**src/rtl/memory_port_arbiter_pkg.sv**
```systemverilog
// Shared defaults and master indices for the two-master RAM port arbiter.
package mem_arb_pkg;

    localparam int ADDR_W_DEF = 13;
    localparam int DATA_W_DEF = 32;
    localparam int DEPTH_DEF  = 6144;

    localparam int M0 = 0;
    localparam int M1 = 1;

    function automatic int be_width(input int data_w);
        return data_w / 8;
    endfunction

endpackage

```
**src/rtl/memory_port_arbiter_rr_arbiter2.sv**
```systemverilog
// Two-requester round-robin arbiter: combinational grant, pointer remembers
// the winner of the last contested cycle.
module rr_arbiter2
    import mem_arb_pkg::*;
(
    input  logic       clk,
    input  logic       reset_n,
    input  logic       ready,
    input  logic [1:0] req,
    output logic [1:0] grant
);

    logic       rr_ptr_r;
    logic [1:0] grant_s;

    // Grant selection: a lone requester wins, a contest goes to the last loser
    always_comb begin
        grant_s = 2'b00;
        case (req)
            2'b01:   grant_s = 2'b01;
            2'b10:   grant_s = 2'b10;
            2'b11:   grant_s = rr_ptr_r ? 2'b01 : 2'b10;
            default: grant_s = 2'b00;
        endcase
    end

    // Pointer update only on a contested cycle that actually accepts
    always_ff @(posedge clk or negedge reset_n) begin
        if (!reset_n) begin
            rr_ptr_r <= 1'b0;
        end else if (ready && (req == 2'b11)) begin
            rr_ptr_r <= grant_s[M1];
        end else begin
            rr_ptr_r <= rr_ptr_r;
        end
    end

    assign grant = grant_s;

endmodule

```
**src/rtl/memory_port_arbiter.sv**
```systemverilog
// Two-master Avalon-MM-style front end for the single-port on-chip RAM:
// round-robin grant, one access per cycle, 1-cycle read return, range check.
module memory_port_arbiter
    import mem_arb_pkg::*;
#(
    parameter  int ADDR_W = ADDR_W_DEF,
    parameter  int DATA_W = DATA_W_DEF,
    parameter  int DEPTH  = DEPTH_DEF,
    localparam int BE_W   = DATA_W / 8
) (
    input  logic              clk,
    input  logic              reset_n,
    input  logic [ADDR_W-1:0] m0_address,
    input  logic [BE_W-1:0]   m0_byteenable,
    input  logic              m0_read,
    input  logic              m0_write,
    input  logic [DATA_W-1:0] m0_writedata,
    output logic              m0_waitrequest,
    output logic              m0_readdatavalid,
    output logic [DATA_W-1:0] m0_readdata,
    input  logic [ADDR_W-1:0] m1_address,
    input  logic [BE_W-1:0]   m1_byteenable,
    input  logic              m1_read,
    input  logic              m1_write,
    input  logic [DATA_W-1:0] m1_writedata,
    output logic              m1_waitrequest,
    output logic              m1_readdatavalid,
    output logic [DATA_W-1:0] m1_readdata,
    output logic [ADDR_W-1:0] mem_address,
    output logic [BE_W-1:0]   mem_byteenable,
    output logic              mem_chipselect,
    output logic              mem_write,
    output logic [DATA_W-1:0] mem_writedata,
    input  logic [DATA_W-1:0] mem_readdata,
    output logic              oor_err,
    output logic              oor_sticky
);

    localparam logic [ADDR_W:0] DEPTH_C = (ADDR_W + 1)'(DEPTH);

    logic              ready_r;
    logic [1:0]        rd_pend_r;
    logic              rd_oor_r;
    logic              oor_sticky_r;

    logic [1:0]        req_s;
    logic [1:0]        grant_s;
    logic [1:0]        accept_s;
    logic [1:0]        rd_accept_s;
    logic              any_accept_s;
    logic              in_range_s;
    logic              oor_err_s;
    logic [ADDR_W-1:0] sel_addr_s;
    logic [BE_W-1:0]   sel_be_s;
    logic [DATA_W-1:0] sel_wdata_s;
    logic              sel_write_s;
    logic [DATA_W-1:0] rd_data_s;

    assign req_s        = {m1_read | m1_write, m0_read | m0_write};
    assign accept_s     = req_s & grant_s & {2{ready_r}};
    assign any_accept_s = |accept_s;
    // A combined read+write is a write, so it never opens a read return slot
    assign rd_accept_s  = accept_s & {m1_read & ~m1_write, m0_read & ~m0_write};

    rr_arbiter2 u_rr (
        .clk     (clk),
        .reset_n (reset_n),
        .ready   (ready_r),
        .req     (req_s),
        .grant   (grant_s)
    );

    // Steer the accepted master onto the RAM bus; idle bus is all zero
    always_comb begin
        sel_addr_s  = {ADDR_W{1'b0}};
        sel_be_s    = {BE_W{1'b0}};
        sel_wdata_s = {DATA_W{1'b0}};
        sel_write_s = 1'b0;
        if (accept_s[M1]) begin
            sel_addr_s  = m1_address;
            sel_be_s    = m1_byteenable;
            sel_wdata_s = m1_writedata;
            sel_write_s = m1_write;
        end else if (accept_s[M0]) begin
            sel_addr_s  = m0_address;
            sel_be_s    = m0_byteenable;
            sel_wdata_s = m0_writedata;
            sel_write_s = m0_write;
        end else begin
            sel_addr_s  = {ADDR_W{1'b0}};
            sel_be_s    = {BE_W{1'b0}};
            sel_wdata_s = {DATA_W{1'b0}};
            sel_write_s = 1'b0;
        end
    end

    assign in_range_s = ({1'b0, sel_addr_s} < DEPTH_C);
    assign oor_err_s  = any_accept_s & ~in_range_s;

    // Out-of-range reads return zero instead of whatever the RAM drives
    always_comb begin
        rd_data_s = {DATA_W{1'b0}};
        if (rd_oor_r) begin
            rd_data_s = {DATA_W{1'b0}};
        end else begin
            rd_data_s = mem_readdata;
        end
    end

    // Ready flag holds both masters off for one cycle after reset release
    always_ff @(posedge clk or negedge reset_n) begin
        if (!reset_n) begin
            ready_r <= 1'b0;
        end else begin
            ready_r <= 1'b1;
        end
    end

    // Pending-read pipeline matching the RAM's one-cycle read latency
    always_ff @(posedge clk or negedge reset_n) begin
        if (!reset_n) begin
            rd_pend_r <= 2'b00;
            rd_oor_r  <= 1'b0;
        end else begin
            rd_pend_r <= rd_accept_s;
            rd_oor_r  <= ~in_range_s;
        end
    end

    // Sticky out-of-range flag, cleared only by reset
    always_ff @(posedge clk or negedge reset_n) begin
        if (!reset_n) begin
            oor_sticky_r <= 1'b0;
        end else begin
            oor_sticky_r <= oor_sticky_r | oor_err_s;
        end
    end

    assign m0_waitrequest   = ~ready_r | (req_s[M0] & ~grant_s[M0]);
    assign m1_waitrequest   = ~ready_r | (req_s[M1] & ~grant_s[M1]);
    assign m0_readdatavalid = rd_pend_r[M0];
    assign m1_readdatavalid = rd_pend_r[M1];
    assign m0_readdata      = rd_data_s;
    assign m1_readdata      = rd_data_s;

    assign mem_address    = sel_addr_s;
    assign mem_byteenable = sel_be_s;
    assign mem_writedata  = sel_wdata_s;
    assign mem_write      = sel_write_s;
    assign mem_chipselect = any_accept_s & in_range_s;
    assign oor_err        = oor_err_s;
    assign oor_sticky     = oor_sticky_r;

endmodule

```
**config.mk**
```make
export PLATFORM = sky130hd
export DESIGN_NAME = memory_port_arbiter
export DESIGN_NICKNAME = d
export VERILOG_FILES = /design/src/rtl/memory_port_arbiter_pkg.sv /design/src/rtl/memory_port_arbiter_rr_arbiter2.sv /design/src/rtl/memory_port_arbiter.sv
export SDC_FILE = /design/constraint.sdc
export NUM_CORES = 1
export LEC_CHECK = 0
export ABC_AREA = 1
export BUFFER_PORTS_ARGS = -buffer_cell sky130_fd_sc_hd__buf_2
export CAP_MARGIN = 5
export CORE_AREA = 5 5 97 99
export DETAILED_ROUTE_END_ITERATION = 7
export DIE_AREA = 0 0 102 104
export HOLD_SLACK_MARGIN = 0.06
export SYNTH_ARGS = -nofsm -noshare
export SYNTH_HDL_FRONTEND = slang
export SYNTH_HIERARCHICAL = 1
export SYNTH_SLANG_ARGS = --single-unit
```
**constraint.sdc**
```tcl
create_clock -name clk -period 2.6 [get_ports clk]
set_clock_uncertainty 0.05 [all_clocks]
set_input_delay 0.39 -clock clk [delete_from_list [all_inputs] [get_ports clk]]
set_output_delay 0.39 -clock clk [all_outputs]
set_load 0.01 [all_outputs]
```
# Yosys cells after proc, flatten, opt, wreduce, memory -nomap -nowiden
# Index checks and enable logic that the tools add are counted.
dict set report op_classes {
  n_bitwise 20
  n_lt_le_gt_ge 1
  n_mux 11
  eq_ne 3
  reduce_logical 2
}
# cell count
set op_table {}
lappend op_table {{$mux W32} 3}
lappend op_table {{$mux W13} 2}
lappend op_table {{$lt A13 B13 Y1 const B} 1}
lappend op_table {{$mux W4} 2}
lappend op_table {{$and A1 B1 Y1} 6}
lappend op_table {{$and A2 B2 Y2} 3}
lappend op_table {{$not A1 Y1} 6}
lappend op_table {{$pmux W2 S3} 1}
lappend op_table {{$or A1 B1 Y1} 5}
lappend op_table {{$eq A2 B2 Y1 const B} 2}
lappend op_table {{$eq A2 B1 Y1 const B} 1}
lappend op_table {{$mux W1} 2}
lappend op_table {{$mux W2} 1}
lappend op_table {{$reduce_or A2 Y1} 1}
lappend op_table {{$logic_and A1 B1 Y1} 1}
dict set report word_totals {
  input_bits 136
  register_bits 6
  output_inout_bits 121
  word_cells 42
}

# Depth between registers and ports, before layout
# Gate-level depths: netlist of run 1.
dict set report depth {
  depth_word 11
  ltp_mapped 11
  depth_no_buf 11
}

# Modules after synthesis
# The synthesis of run 1 kept the hierarchy.
# module n_inst seq_area_each_um2 cells_per_inst area_each_um2
set by_module_without_submodules {}
lappend by_module_without_submodules {memory_port_arbiter 1 125.1 292 1465.2}
lappend by_module_without_submodules {rr_arbiter2 1 25.0 8 62.6}

# Worst setup path after synthesis of run 1
# No wires, ideal clock.
dict set report synth_timing {
  kind {input to output}
  startpoint {input port m0_write}
  endpoint {output port mem_writedata[11]}
  setup_slack_ns 0.611
  arrival_time_ns 1.549
  stages 11
  n_path_buf 2
  required_ns 2.160
  path_cell_list {nor2_1 > inv_1 > a21boi_1 > nand2_1 > inv_2 > nand2_4 > inv_2 > buf_6 > buf_6 > nand2_1 > nand2_1}
}
dict set report synth_via {
  word_cells_on_any_way 9
  cone_classes {3 x eq/ne; 3 x mux; 3 x bitwise}
}
# item line
set synth_lines {}
lappend synth_lines {{start, declared} memory_port_arbiter.sv:16} ;# input logic m0_write,
lappend synth_lines {{$or A1 B1 Y1 *} memory_port_arbiter.sv:59} ;# assign req_s = {m1_read | m1_write, m0_read | m0_write};
lappend synth_lines {{net req_s[0]} memory_port_arbiter.sv:46} ;# logic [1:0] req_s;
lappend synth_lines {{$eq A2 B2 Y1 or $eq A2 B1 Y1 (tied branches)} memory_port_arbiter_rr_arbiter2.sv:19} ;# case (req)
lappend synth_lines {{$pmux W2 S3 *} memory_port_arbiter_rr_arbiter2.sv:19}
lappend synth_lines {{net grant_s[1]} memory_port_arbiter.sv:47} ;# logic [1:0] grant_s;
lappend synth_lines {{$and A2 B2 Y2 * (2 in series)} memory_port_arbiter.sv:60} ;# assign accept_s = req_s & grant_s & {2{ready_r}};
lappend synth_lines {{$mux W32 *} memory_port_arbiter.sv:79} ;# if (accept_s[M1]) begin
lappend synth_lines {{end, declared} memory_port_arbiter.sv:33} ;# output logic [DATA_W-1:0] mem_writedata,
# Mark *: on every way through the listed nets, which the timed path passes. The rest lies on a longest branch.

# Worst setup path after layout of run 1
dict set report layout_timing {
  startpoint {input port m1_write}
  endpoint {output port mem_writedata[8]}
}
dict set report layout_via {
  word_cells_on_any_way 9
  cone_classes {3 x eq/ne; 3 x mux; 3 x bitwise}
}
# item line
set layout_lines {}
lappend layout_lines {{start, declared} memory_port_arbiter.sv:24} ;# input logic m1_write,
lappend layout_lines {{$or A1 B1 Y1 *} memory_port_arbiter.sv:59}
lappend layout_lines {{net req_s[1]} memory_port_arbiter.sv:46}
lappend layout_lines {{$eq A2 B2 Y1 or $eq A2 B1 Y1 (tied branches)} memory_port_arbiter_rr_arbiter2.sv:19}
lappend layout_lines {{$pmux W2 S3 *} memory_port_arbiter_rr_arbiter2.sv:19}
lappend layout_lines {{net grant_s[1]} memory_port_arbiter.sv:47}
lappend layout_lines {{$and A2 B2 Y2 * (2 in series)} memory_port_arbiter.sv:60}
lappend layout_lines {{$mux W32 *} memory_port_arbiter.sv:79}
# Marked as above.

==> key figures, run 1 <==
STA
  • Fmax: ~440 MHz
  • Total count of max-transition violations in the final report: 0
  • Setup_tns: 0 ns
  • Final worst path period need: ~2.3 ns
  • Unrepaired setup endpoints after global routing: no
  • Final hold vios: 0
  • Transition time at the pin with the least slew margin: about 0.93 ns
  • Slew HR: 0.380
  • Setup-failing EPs final: 0
  • Share of the clock period used by the worst path after layout: 0.877

Worst setup path
  • Crit Reg-Reg Startpoint: u_rr/rr_ptr_r$_DFFE_PN0P_
  • Crit Path Category: primary input to primary output
  • Buffers plus inverters on the worst setup path: 5
  • Maximum fanout along the worst path: 36
  • Type of destination of the critical path: primary output
  • Data arrival time of the critical path: 1.84 ns
  • CP cell instances: buf_2 > inv_1 > nand2_2 > a21boi_1 > nand2_1 > inv_2 > nand2_4 > buf_4 > nand3_1 > nand2_1 > buf_2
  • Family with the most delay on the worst path: buffers and inverters
  • Critical path's largest stage delay: 0.36 ns
  • CP startpoint kind: primary input
  • Critical Path RT: 2.16 ns
  • Worst-case register-to-register setup slack: 1.14 ns
  • Startpoint of the worst setup timing path: m1_write
  • Library cell contributing the largest single delay on the critical path: buf_4

Clocking
  • TritonCTS sink count: 6
  • Setup Buffers After CTS: 0
  • Root Driver: clkbuf_8
  • Cts bufs inserted: 3
  • H-tree depth: 1
  • Latest clock arrival within the worst-skew pair: 0.22 ns
  • TritonCTS clock tree: done
  • Maximum number of buffers from clock root to sink: 2
  • Clock transition at the register clock pins on the worst setup and hold paths after CTS: around 0.04 ns
  • Post_cts resized: 0

Layout
  • Most frequent standard cell in the layout excluding fill and tap cells: buf_2
  • Fill cell total of the finished layout: ~970
  • Number of diodes added for antenna fixing: 0
  • Core Util, Final: 0.319
  • Top library cells by usage in the layout, fill and taps aside: buf_2 (256), nand2_1 (104), nand3_1 (50), inv_1 (39), nor2_1 (36)
  • Layout cell share with drive strength beyond 1: 0.524
  • Layout Nets: about 650
  • Layout Area Growth over Synthesis: 76.6%

Yosys
  • Yosys warnings: 6
  • Register bit total from synthesis: 6
  • Combined area of all synthesized cells: ~0.0015 mm2
  • Synthesized netlist cell count: 300
  • Basic-gate share of the synthesized area counting and, or, nand and nor cells: 0.540
  • Most area-consuming cells after synthesis: nand2_1 (26%), nand3_1 (16%), buf_4 (16%), dfrtp_1 (9.8%), inv_1 (9.6%)
  • Leading area contributor after synthesis: nand2_1
  • Number of nets in the synthesized netlist: around 440
  • Share of the synthesized area in the top cell type: 0.256
  • Synth Area in XOR/XNOR: 0
  • Sequential cell area fraction in the yosys report: 0.0983
  • Complex-gate fraction of the synthesized area: 0.0229
  • Main combinational cell family by area after synthesis: simple AND/OR/NAND/NOR gates
  • Multiplexer share of the synthesized area: 0
  • Avg Synthesized Cell Area: slightly above 5 um2
  • Adder and majority cell fraction of the synthesized area: 0
  • Post-synth cell types: 19

Run
  • Maximum Capacitance Violations: 0

Pwr
  • Power density of the placed cells: between 300 and 400 mW/mm2
  • VDD IR max: ~0.11 mV
  • Leakage: just under 2 nW

Die
  • Core footprint: approximately 0.0085 mm2
  • DIE AREA: 0.0106 mm2
  • Effective utilization at floorplan: 0.180
  • Top-Level Pins: about 260
  • Die W: 102 um
  • Die Height: around 100 um
  • Std-Cell Rows: 34

Global routing
  • Global-route wire length before repair: between 10 and 15 mm
  • Total track usage: 0.121
  • Number of global-route vias before repair: 2349
  • Maximum number of pins on one net before global-route repair: 44
  • GR Overflow Total: 0
  • Initial antenna violation count: 0

Detailed routing
  • Number of violations reported at the end of detailed-routing iteration 0: 73
  • Routed WL per cell: 11.7 um
  • Number of vias after detailed routing: approximately 2500
  • Number of iterations in the first detailed-routing pass: 4
  • Antenna-violating nets left: 0
  • Detailed-route vias per instance: between 4 and 5
  • Overall routed net length: 7.31 mm
  • Number of remaining DRC errors: 0

Hold path
  • Startpoint of the lowest-slack hold path: m0_write
  • Worst Hold Class: primary input to register

Place
  • HPWL after DPL: 6.50 mm
  • IO buf count: between 200 and 300
  • Final RePlAce weighted congestion: 0.789

Outcome
  • Result of the run: complete, no violations
per-layer routing:
metal	part of all wire	vias to the layer above	global-route usage	wire length [um]
met5	0	-	0	0
met4	0.016	0	0.0319	120
met3	0.14	10	0.0295	1030
met2	0.52	164	0.242	3790
met1	0.32	1040	0.119	2370
li1	-	1300	-	-
logic make-up after synthesis:
kind of cell	count (synthesis)
buffers and inverters	91
other	1
DFF	6
and+or+nand+nor	196
AOI/OAI and AO/OA	6
final timing paths:
check                                              end  depth (start not counted)
worst max-delay path                  mem_writedata[8]                         11
worst min-delay path            rd_pend_r[0]$_DFF_PN0_                          2
worst max register to register    oor_sticky$_DFF_PN0_                          8
worst min register to register    oor_sticky$_DFF_PN0_                          2
max in group asynchronous       rd_pend_r[1]$_DFF_PN0_                          2
min in group asynchronous         oor_sticky$_DFF_PN0_                          2
sequential cells by signal, indices dropped and copies added (netlist names):
name and flops:
rd_pend_r 2, rd_oor_r 1, u_rr/rr_ptr_r 1, oor_sticky 1
ready_r 1
cell type report:
type                       count  area (um2)  share of cell area
timing repair buffer         262        1350               0.502
tap                          108         135              0.0501
sequential                     6         150              0.0557
clock buffer                   3        41.3              0.0153
multi-input combinational    203         863               0.320
inverter                      41         154              0.0571
power by group:
group          internal, W  switching (W)  leakage, nW  total, W
clock            0.0000991      0.0000358       0.0216  0.000135
sequential        0.000100     0.00000893       0.0737  0.000109
combinational     0.000249       0.000320         1.87  0.000569
Yosys cell counts:
cell      instances
nor2_1           36
nand2_2           2
inv_1            39
buf_2             6
dfrtp_1           6
o21ai_0           2
nor3b_1           1
nand2_1         104
buf_6             6
nand3_1          50
a21boi_1          2
a21oi_1           2
inv_2             2
conb_1            1
nand4_1           1
buf_4            32
nand2_4           1
nor2_4            1
clkbuf_1          6
metrics by stage:
step | instance area (um2) | hold WS, ns | std cells | power (W) | setup slack [ns]
floorplan | 1530 | 0.0444 | 300 | 0.000447 | 0.611
global placement | 2650 | 0.166 | 619 | 0.000685 | 0.316
detailed placement | 2650 | 0.168 | 619 | 0.000689 | 0.312
CTS | 2700 | 0.319 | 623 | 0.000829 | 0.304
global route | 2700 | 0.328 | 623 | 0.000886 | 0.129
finish | 2700 | 0.320 | 623 | 0.000813 | 0.320
timing repair:
action	CTS	global route
endpoints found under the hold margin	6	0
hold buffers	1	0
setup endpoints to repair	0	0
Note: power is estimated with default switching activity, not from simulation.
==> run 2: changes to the inputs <==
SETUP_SLACK_MARGIN = 0.4   (was default)
==> run 2 against run 1 <==
Compared with the run above:
- sequential share of layout area decreased by 0.37 points
- sequential power hardly changed
- total power up 9.0%
==> key figures, run 2 (synthesis gave the netlist of run 1 again) <==
Global routing
  • Initial antenna violation count: 0 (unchanged)
  • GR Overflow Total: 0 (unchanged)
  • Total track usage: 0.125 (+0.00433)
  • Number of global-route vias before repair: 2407 (+2.5%)
  • Maximum number of pins on one net before global-route repair: 37 (-16%)
  • Global-route wire length before repair: 11.1 mm (+2.8%)

Die
  • DIE AREA: 0.0106 mm2 (unchanged)
  • Core footprint: 0.00847 mm2 (unchanged)
  • Std-Cell Rows: 34 (unchanged)
  • Effective utilization at floorplan: 0.180 (unchanged)
  • Die W: 102 um (unchanged)
  • Die Height: 104 um (unchanged)
  • Top-Level Pins: 257 (unchanged)

Clocking
  • Clock transition at the register clock pins on the worst setup and hold paths after CTS: 0.04 ns (about the same)
  • Root Driver: clkbuf_8
  • Cts bufs inserted: 3 (unchanged)
  • TritonCTS sink count: 6 (unchanged)
  • Maximum number of buffers from clock root to sink: 2 (unchanged)
  • H-tree depth: 1 (unchanged)
  • TritonCTS clock tree: done
  • Latest clock arrival within the worst-skew pair: 0.22 ns (about the same)

STA
  • Final worst path period need: 2.11 ns (-0.170 ns)
  • Slew HR: 0.376 (-0.00406)
  • Setup_tns: 0 ns (unchanged)
  • Final worst setup slack: 0.491 ns (+0.170 ns)
  • Fmax: 474 MHz (+8.1%)
  • Unrepaired setup endpoints after global routing: no
  • Share of the clock period used by the worst path after layout: 0.811 (-0.0654)
  • Total count of max-transition violations in the final report: 0 (unchanged)
  • Final hold vios: 0 (unchanged)
  • Transition time at the pin with the least slew margin: 0.936 ns (+0.00609 ns)
  • Setup-failing EPs final: 0 (unchanged)

Hold path
  • Worst Hold Class: primary input to register

Worst setup path
  • Critical Path RT: 2.16 ns (about the same)
  • CP cell instances: buf_2 > inv_1 > nand2_4 > a21boi_2 > nand2_2 > nor2_4 > buf_12 > nand3_1 > nand2_1 > nand2_2 > inv_1 > buf_2
  • Data arrival time of the critical path: 1.67 ns (-0.17 ns)
  • Crit Path Category: primary input to primary output
  • Critical path's largest stage delay: 0.17 ns (-0.19 ns)
  • Maximum fanout along the worst path: 6 (-83%)
  • Type of destination of the critical path: primary output
  • CP startpoint kind: primary input
  • Library cell contributing the largest single delay on the critical path: a21boi_2

Place
  • Dpl cells: 619 (unchanged)
  • IO buf count: 256 (unchanged)
  • Worst setup timing slack at the placement stage: 0.312 ns (unchanged)
  • Cell area reported after detailed placement: 0.00265 mm2 (unchanged)
  • HPWL after DPL: 6.50 mm (unchanged)
  • Final RePlAce weighted congestion: 0.789 (unchanged)

Detailed routing
  • Detailed-route vias per instance: 4.12 (+2.1%)
  • Number of violations reported at the end of detailed-routing iteration 0: 65 (-11%)
  • Routed WL per cell: 12.5 um (+6.8%)
  • Number of iterations in the first detailed-routing pass: 6 (+2)
  • Overall routed net length: 7.92 mm (+8.4%)
  • Number of vias after detailed routing: 2605 (+3.6%)
  • Number of remaining DRC errors: 0 (unchanged)
  • Antenna-violating nets left: 0 (unchanged)

Layout
  • Register with the most flip-flops: rd_pend_r
  • Final Cell Area: 0.00289 mm2 (+7.0%)
  • Number of flip-flops in the largest register: 2 (unchanged)
  • Layout Area Growth over Synthesis: 89.0%
  • Final Instance Count excl. Fillers: 632 (+1.4%)
  • Layout cell share with drive strength beyond 1: 0.546 (+0.0215)
  • Number of diodes added for antenna fixing: 0 (unchanged)
  • Layout Nets: 662 (+1.4%)
  • Most frequent standard cell in the layout excluding fill and tap cells: buf_2
  • Top library cells by usage in the layout, fill and taps aside: buf_2 (256), nand2_1 (101), nand3_1 (50), inv_1 (38), nor2_1 (35)

Pwr
  • Leakage: 2.04 nW (+4.0%)
  • VDD IR max: 0.115 mV (+1.8%)
  • Power density of the placed cells: 307 mW/mm2 (+1.9%)

Outcome
  • Result of the run: complete, no violations

Run
  • Maximum Capacitance Violations: 0 (unchanged)
[run 2: power breakdown]
part / switching (W) / total, W / internal, W / leakage, nW
Sequential: 0.0000104 / 0.000111 / 0.000100 / 0.0737
Combinational: 0.000346 / 0.000641 / 0.000295 / 1.95
Clock: 0.0000363 / 0.000135 / 0.0000991 / 0.0216
[run 2: final timing paths]
path | start | to | slack, ns | depth (start not counted)
worst min register to register | oor_sticky$_DFF_PN0_ | oor_sticky$_DFF_PN0_ | 0.40 | 2
worst max-delay path | m1_write | oor_err | 0.49 | 12
max in group asynchronous | reset_n | rd_pend_r[1]$_DFF_PN0_ | 1.87 | 2
worst max register to register | u_rr/rr_ptr_r$_DFFE_PN0P_ | oor_sticky$_DFF_PN0_ | 1.18 | 9
worst min-delay path | m0_write | rd_pend_r[0]$_DFF_PN0_ | 0.34 | 2
min in group asynchronous | reset_n | oor_sticky$_DFF_PN0_ | 0.49 | 2
[run 2: metal layers]
metal	wire, um	track usage	vias up
met4	136	0.0356	0
met2	4150	0.250	176
met5	0	0	-
met3	1050	0.0295	12
li1	-	-	1318
met1	2580	0.123	1099
[run 2: cell type report]
type / count / area [um2]
inverters: 41 / 161
clock buffers: 3 / 41.3
flip-flops and latches: 6 / 150
well taps: 108 / 135
repair buffers: 271 / 1510
fillers: 953 / 5580
multi-input cells: 203 / 895
[run 2: timing repair]
action | 4_1_cts | 5_1_grt
pin swaps | 1 | 1
hold endpoints to repair | 6 | 0
cloned | 1 | 2
resized for setup | 3 | 14
setup buffers | 2 | 4
hold buffers | 1 | 0
endpoints found under the setup margin | 48 | 51
[run 2: worst max-delay path, delay by kind of cell]
family	cells	cell delay, ns
AO/OA/AOI/OAI	1	0.17
AND/OR/NAND/NOR	6	0.58
buffers and inverters	5	0.51
[run 2: stage by stage]
| step | hold slack, ns | util | total power, W |
|---|---|---|---|
| final | 0.336 | 0.341 | 0.000887 |
| after global routing | 0.335 | 0.341 | 0.000958 |
| after detailed placement | 0.168 | 0.313 | 0.000689 |
| after floorplan | 0.0444 | - | 0.000447 |
| after global placement | 0.166 | 0.313 | 0.000685 |
| after CTS | 0.319 | 0.326 | 0.000854 |
